===== src/rtl/keypad_pkg.sv =====
// keypad_pkg: shared geometry, timing defaults and frame-result types for the keypad scanner
package keypad_pkg;

    localparam int ROWS         = 4;
    localparam int COLS         = 4;
    localparam int CODE_W       = 4;
    localparam int SCAN_DIV_DEF = 50000;
    localparam int DEBOUNCE_DEF = 4;

    typedef enum logic [1:0] {
        RES_NONE,
        RES_KEY,
        RES_MULTI
    } res_kind_t;

    typedef struct packed {
        res_kind_t         kind;
        logic [CODE_W-1:0] code;
    } frame_res_t;

    function automatic logic [1:0] col_index(input logic [COLS-1:0] low);
        return low[3] ? 2'd3 : low[2] ? 2'd2 : low[1] ? 2'd1 : 2'd0;
    endfunction

    // Low-bit tally that saturates at 2: anything beyond one key is just MULTI.
    function automatic logic [1:0] sat_add(input logic [1:0] a, input logic [1:0] b);
        logic [2:0] s;
        s = {1'b0, a} + {1'b0, b};
        return (s > 3'd2) ? 2'd2 : s[1:0];
    endfunction

endpackage


===== src/rtl/keypad_debounce.sv =====
// keypad_debounce: frame-level candidate/count debouncer with held/released press tracking
module keypad_debounce
    import keypad_pkg::*;
#(
    parameter int DEBOUNCE_CNT = DEBOUNCE_DEF
) (
    input  logic              clk,
    input  logic              rst,
    input  logic              frame_valid,
    input  frame_res_t        res,
    output logic              press,
    output logic              rel,
    output logic [CODE_W-1:0] code
);

    localparam logic [3:0] LIMIT = 4'(DEBOUNCE_CNT);

    typedef enum logic {
        RELEASED,
        HELD
    } db_state_t;

    db_state_t  state, state_next;
    frame_res_t cand;
    logic [3:0] cnt, cnt_next;
    logic       same, stable;

    always_comb begin
        same       = res.kind == cand.kind && (res.kind != RES_KEY || res.code == cand.code);
        cnt_next   = !same ? 4'd1 : (cnt == LIMIT) ? cnt : cnt + 4'd1;
        stable     = frame_valid && cnt_next == LIMIT;
        press      = stable && state == RELEASED && res.kind == RES_KEY;
        rel        = stable && state == HELD && res.kind == RES_NONE;
        state_next = press ? HELD : rel ? RELEASED : state;
    end

    assign code = res.code;

    always_ff @(posedge clk or negedge rst) begin
        if (!rst) begin
            state <= RELEASED;
            cand  <= '{kind: RES_NONE, code: '0};
            cnt   <= '0;
        end else begin
            state <= state_next;
            if (frame_valid) begin
                cand <= res;
                cnt  <= cnt_next;
            end
        end
    end

endmodule


===== src/rtl/keypad_scanner.sv =====
// keypad_scanner: 4x4 row-scanned keypad reader feeding a 4-digit hex entry register
module keypad_scanner
    import keypad_pkg::*;
#(
    parameter int SCAN_DIV     = SCAN_DIV_DEF,
    parameter int DEBOUNCE_CNT = DEBOUNCE_DEF
) (
    input  logic              clk,
    input  logic              rst,
    output logic [ROWS-1:0]   ROW,
    input  logic [COLS-1:0]   COL,
    input  logic              clr,
    output logic              key_valid,
    output logic [CODE_W-1:0] key_code,
    output logic              key_held,
    output logic [15:0]       digits
);

    localparam int              DIV_W    = $clog2(SCAN_DIV);
    localparam logic [DIV_W-1:0] DIV_LAST = DIV_W'(SCAN_DIV - 1);

    logic [COLS-1:0]   col_s1, col_s2, low;
    logic [DIV_W-1:0]  div;
    logic [1:0]        row, acc_n, row_n, total;
    logic [CODE_W-1:0] acc_code, row_code, db_code;
    logic              sample, frame_valid, press, rel;
    frame_res_t        res;

    assign low         = ~col_s2;
    assign sample      = div == DIV_LAST;
    assign frame_valid = sample && row == 2'd3;
    assign ROW         = ~(ROWS'(1) << row);

    // Frame result merges the rows already seen with the row-3 sample taken this cycle.
    always_comb begin
        row_n    = (low == '0) ? 2'd0 : ((low & (low - 4'd1)) == '0) ? 2'd1 : 2'd2;
        total    = sat_add(acc_n, row_n);
        row_code = {row, col_index(low)};
        res.kind = (total == 2'd0) ? RES_NONE : (total == 2'd1) ? RES_KEY : RES_MULTI;
        res.code = (row_n == 2'd1) ? row_code : acc_code;
    end

    keypad_debounce #(
        .DEBOUNCE_CNT(DEBOUNCE_CNT)
    ) u_debounce (
        .clk        (clk),
        .rst        (rst),
        .frame_valid(frame_valid),
        .res        (res),
        .press      (press),
        .rel        (rel),
        .code       (db_code)
    );

    always_ff @(posedge clk or negedge rst) begin
        if (!rst) begin
            col_s1    <= '1;
            col_s2    <= '1;
            div       <= '0;
            row       <= '0;
            acc_n     <= '0;
            acc_code  <= '0;
            key_valid <= 1'b0;
            key_code  <= '0;
            key_held  <= 1'b0;
            digits    <= '0;
        end else begin
            col_s1    <= COL;
            col_s2    <= col_s1;
            div       <= sample ? '0 : div + 1'b1;
            row       <= sample ? row + 2'd1 : row;
            if (sample) begin
                acc_n    <= (row == 2'd3) ? 2'd0 : total;
                acc_code <= (row_n == 2'd1) ? row_code : acc_code;
            end
            key_valid <= press;
            key_code  <= press ? db_code : key_code;
            key_held  <= press ? 1'b1 : rel ? 1'b0 : key_held;
            digits    <= press ? {clr ? 12'h000 : digits[11:0], db_code} : clr ? 16'h0000 : digits;
        end
    end

endmodule

===== config.mk =====
export PLATFORM = sky130hd
export DESIGN_NAME = keypad_scanner
export DESIGN_NICKNAME = d
export VERILOG_FILES = /design/src/rtl/keypad_pkg.sv /design/src/rtl/keypad_debounce.sv /design/src/rtl/keypad_scanner.sv
export SDC_FILE = /design/constraint.sdc
export NUM_CORES = 1
export LEC_CHECK = 0
export CORE_ASPECT_RATIO = 1.5
export CORE_UTILIZATION = 40
export DETAILED_ROUTE_END_ITERATION = 10
export PLACE_DENSITY = 0.62
export SLEW_MARGIN = 5
export SYNTH_ARGS = -nofsm -noshare
export SYNTH_HDL_FRONTEND = slang
export SYNTH_HIERARCHICAL = 1
export SYNTH_SLANG_ARGS = --single-unit

===== constraint.sdc =====
create_clock -name clk -period 5.8 [get_ports clk]
set_clock_uncertainty 0.15 [all_clocks]
set_input_delay 0.87 -clock clk [delete_from_list [all_inputs] [get_ports clk]]
set_output_delay 0.87 -clock clk [all_outputs]
set_load 0.01 [all_outputs]

==> metrics.md <==
| Metric | Value |
|---|---|
| Fin area | 3660 um2 |
| Final GP Congestion | 0.799 |
| Site row count | 38 |
| RSZ-0062 raised after global routing | false |
| Resize count post-CTS | 0 |
| Mapped Area | 3010 um2 |
| Req. time, crit path | 5.87 ns |
| Pre-CTS setup slack | 1.83 ns |
| Avg Inst Size Synth | 11.6 um2 |
| Fin crit share | 0.689 |
| Fillcell total | 652 |
| H-tree depth | 3 |
| Post-synthesis register bit count | 65 |
| Root Driver | clkbuf_8 |
| Area growth, synth to finish | 21.7% |
| Pleak | 1.59 nW |
| FF+latch area | 1640 um2 |
| Placed Area | 3430 um2 |
| I/O Buffers | 32 |
| Antenna violations before repair | 0 |
| Yosys top cell area share | 0.474 |
| Die footprint | 7880 um2 |
| DR pass1 iterations | 4 |
| DP Wirelength | 3.58 mm |
| Max rail drop VDD | 170 uV |
| Setup bufs post-CTS | 0 |
| First-pass GRT wire length | 8.78 mm |
| Inst Count DP | 385 |
| Synth warnings | 6 |
| Starting DRT DRC Count | 178 |
| Slew of the pin with the lowest slew margin | 0.806 ns |
| Minimum clock period | 4.00 ns |
| Via count | 1946 |
| Final hold violations | 0 |
| # hold bufs at CTS | 0 |
| Max Clk Rate | 0.250 GHz |
| Status | complete, no violations |
| Distinct cells, synth | 46 |
| Ys async rst share | 1.00 |
| N_diodes | 0 |
| Crit-path max FO | 23 |
| Vias/cell | 4.85 |
| Vias in the first global route | 1879 |
| Clk_lat worst skew | 0.33 ns |
| Setup TNS Final | 0 ns |
| Largest area contributor in the netlist | dfrtp_1 |
| Post-synth net total | 276 |
| Pwr Total | 0.921 mW |
| # DRC | 0 |
| Finish-stage setup viols | 0 |
| Final antenna-violating net count | 0 |
| Clock Pin Slew Worst Setup and Hold Paths | 0.07 ns |
| Total track usage | 0.148 |
| Most frequent cell after synthesis | dfrtp_1 |
| WL final | 5.23 mm |
| Clk sinks | 65 |
| Crit. End Element | flop |
| Die height | 108 um |
| Critical path arrival | 4.07 ns |
| CTS Buf Count | 9 |
| Multi-input gate area | 1260 um2 |
| Most used DFF post-synth | dfrtp_1 |
| CP startpoint kind | flop |
| Final net count | 312 |
| Final std cells w/o fill | 401 |
| Die width | 72.8 um |
| Fin. max-slew vios | 0 |
| Commonest cells in the netlist | 57 x dfrtp_1, 27 x nor2_1, 17 x inv_1 |
| TritonCTS clock tree | yes |
| Initial core utilization | 0.414 |
| IO Count | 33 |
| Max Cap Violations | 0 |
| Pwr Density | 251 nW/um2 |
| Clock tree buffer depth | 2 |
| Post-synth EDFFs | 0 |
| Slew Limit Headroom | 0.463 |
| Setup CP Type | flop to flop |
| Largest net degree at the start of global routing | 66 |
| Hold Crit Class | flop to flop |
| GRT overflow | 0 |
| Synth top area cells | dfrtp_1 47%, dfstp_2 7.0%, xnor2_1 4.4% |
| Drt wl/cell | 13.0 um |
| Sequential-to-total area share from yosys stat | 0.544 |
| Fraction of layout cells with a size suffix above 1 | 0.150 |
| Setup slack after layout | 1.80 ns |
| Core box area | 7270 um2 |
| Post-Syn Instances | 260 |
metal layers:
layer	global-route usage	wire [um]	up-vias
met4	0.0798	102	0
met2	0.238	2640	32
met3	0.0270	153	8
met1	0.187	2340	933
li1	-	-	973
met5	0	0	-
placed cells by master, fill, tap and decap left out, drive strengths merged, types with 2 or more instances in the layout:
cell,n
dfstp,8
clkdlybuf4s50,31
a31oi,2
o211ai,3
nand2,10
nand3b,2
nor2,27
nand2b,2
mux2,18
o21ai,8
nor4,4
xnor2,15
buf,5
nand4b,2
clkinvlp,2
clkbuf,12
o22ai,3
nor3,7
mux2i,12
a22o,5
nand4,5
ha,8
bufinv,2
or4b,2
nand3,8
inv,17
dfrtp,57
nor3b,3
a21oi,3
nor2b,3
xor2,6
area by class of cell:
| type | instances | share of cell area |
|---|---|---|
| flip-flops and latches | 65 | 0.447 |
| multi-input cells | 167 | 0.345 |
| repair buffers | 36 | 0.0942 |
| clock buffers | 12 | 0.0423 |
| well taps | 100 | 0.0341 |
| clock inverters | 4 | 0.0205 |
| inverters | 17 | 0.0174 |
sequential cells by signal (all words and copies together) (netlist names), 2 cells and up:
register         cells
col_s1               4
u_debounce/cnt       4
acc_code             4
row                  2
acc_n                2
key_code             4
u_debounce/cand      6
col_s2               4
digits              16
div                 16
stage by stage:
| step | utilization | hold slack, ns |
|---|---|---|
| 3_3_place_gp | 0.472 | 0.196 |
| 4_1_cts | 0.504 | 0.208 |
| 5_1_grt | 0.504 | 0.211 |
| 2_1_floorplan | - | 0.195 |
| 6_report | 0.504 | 0.207 |
| 3_5_place_dp | 0.472 | 0.198 |
path summary, 6_finish.rpt:
| path | cells after the start | slack, ns | start | to |
|---|---|---|---|---|
| min | 0 | 0.21 | col_s1[2] | col_s2[2] |
| max | 13 | 1.80 | col_s2[2] | key_code[1] |
| min reg2reg | 0 | 0.21 | col_s1[2] | col_s2[2] |
| min in group asynchronous | 2 | 0.55 | rst | digits[12] |
| max reg2reg | 13 | 1.80 | col_s2[2] | key_code[1] |
| max in group asynchronous | 2 | 4.42 | rst | acc_code[2] |
kinds of logic after synthesis:
group,after synthesis,share of synthesized area
compound gates,29,0.0636
xor+xnor,21,0.0611
fa+ha+maj,9,0.0399
simple gates,78,0.143
mux,30,0.108
buf+inv,28,0.0403
flops,65,0.544
power by group:
| part | internal (mW) | switching (mW) | leakage, nW | total [mW] |
|---|---|---|---|---|
| combinational | 0.00910 | 0.0178 | 0.617 | 0.0269 |
| sequential | 0.458 | 0.00323 | 0.866 | 0.462 |
| clock | 0.266 | 0.167 | 0.109 | 0.433 |
critical path, cell delays in order, from the launching register on:
cell	delay, ns
dfstp_2	0.61
xnor2_1	0.11
o211ai_1	0.40
ha_1	0.25
fa_1	0.41
nor2_1	0.18
and2_1	0.30
xnor2_1	0.15
nand2_1	0.09
nor3_2	0.17
nand4_2	0.17
nor3b_2	0.19
buf_4	0.33
mux2_2	0.38
(Power assumes the default switching activity.)
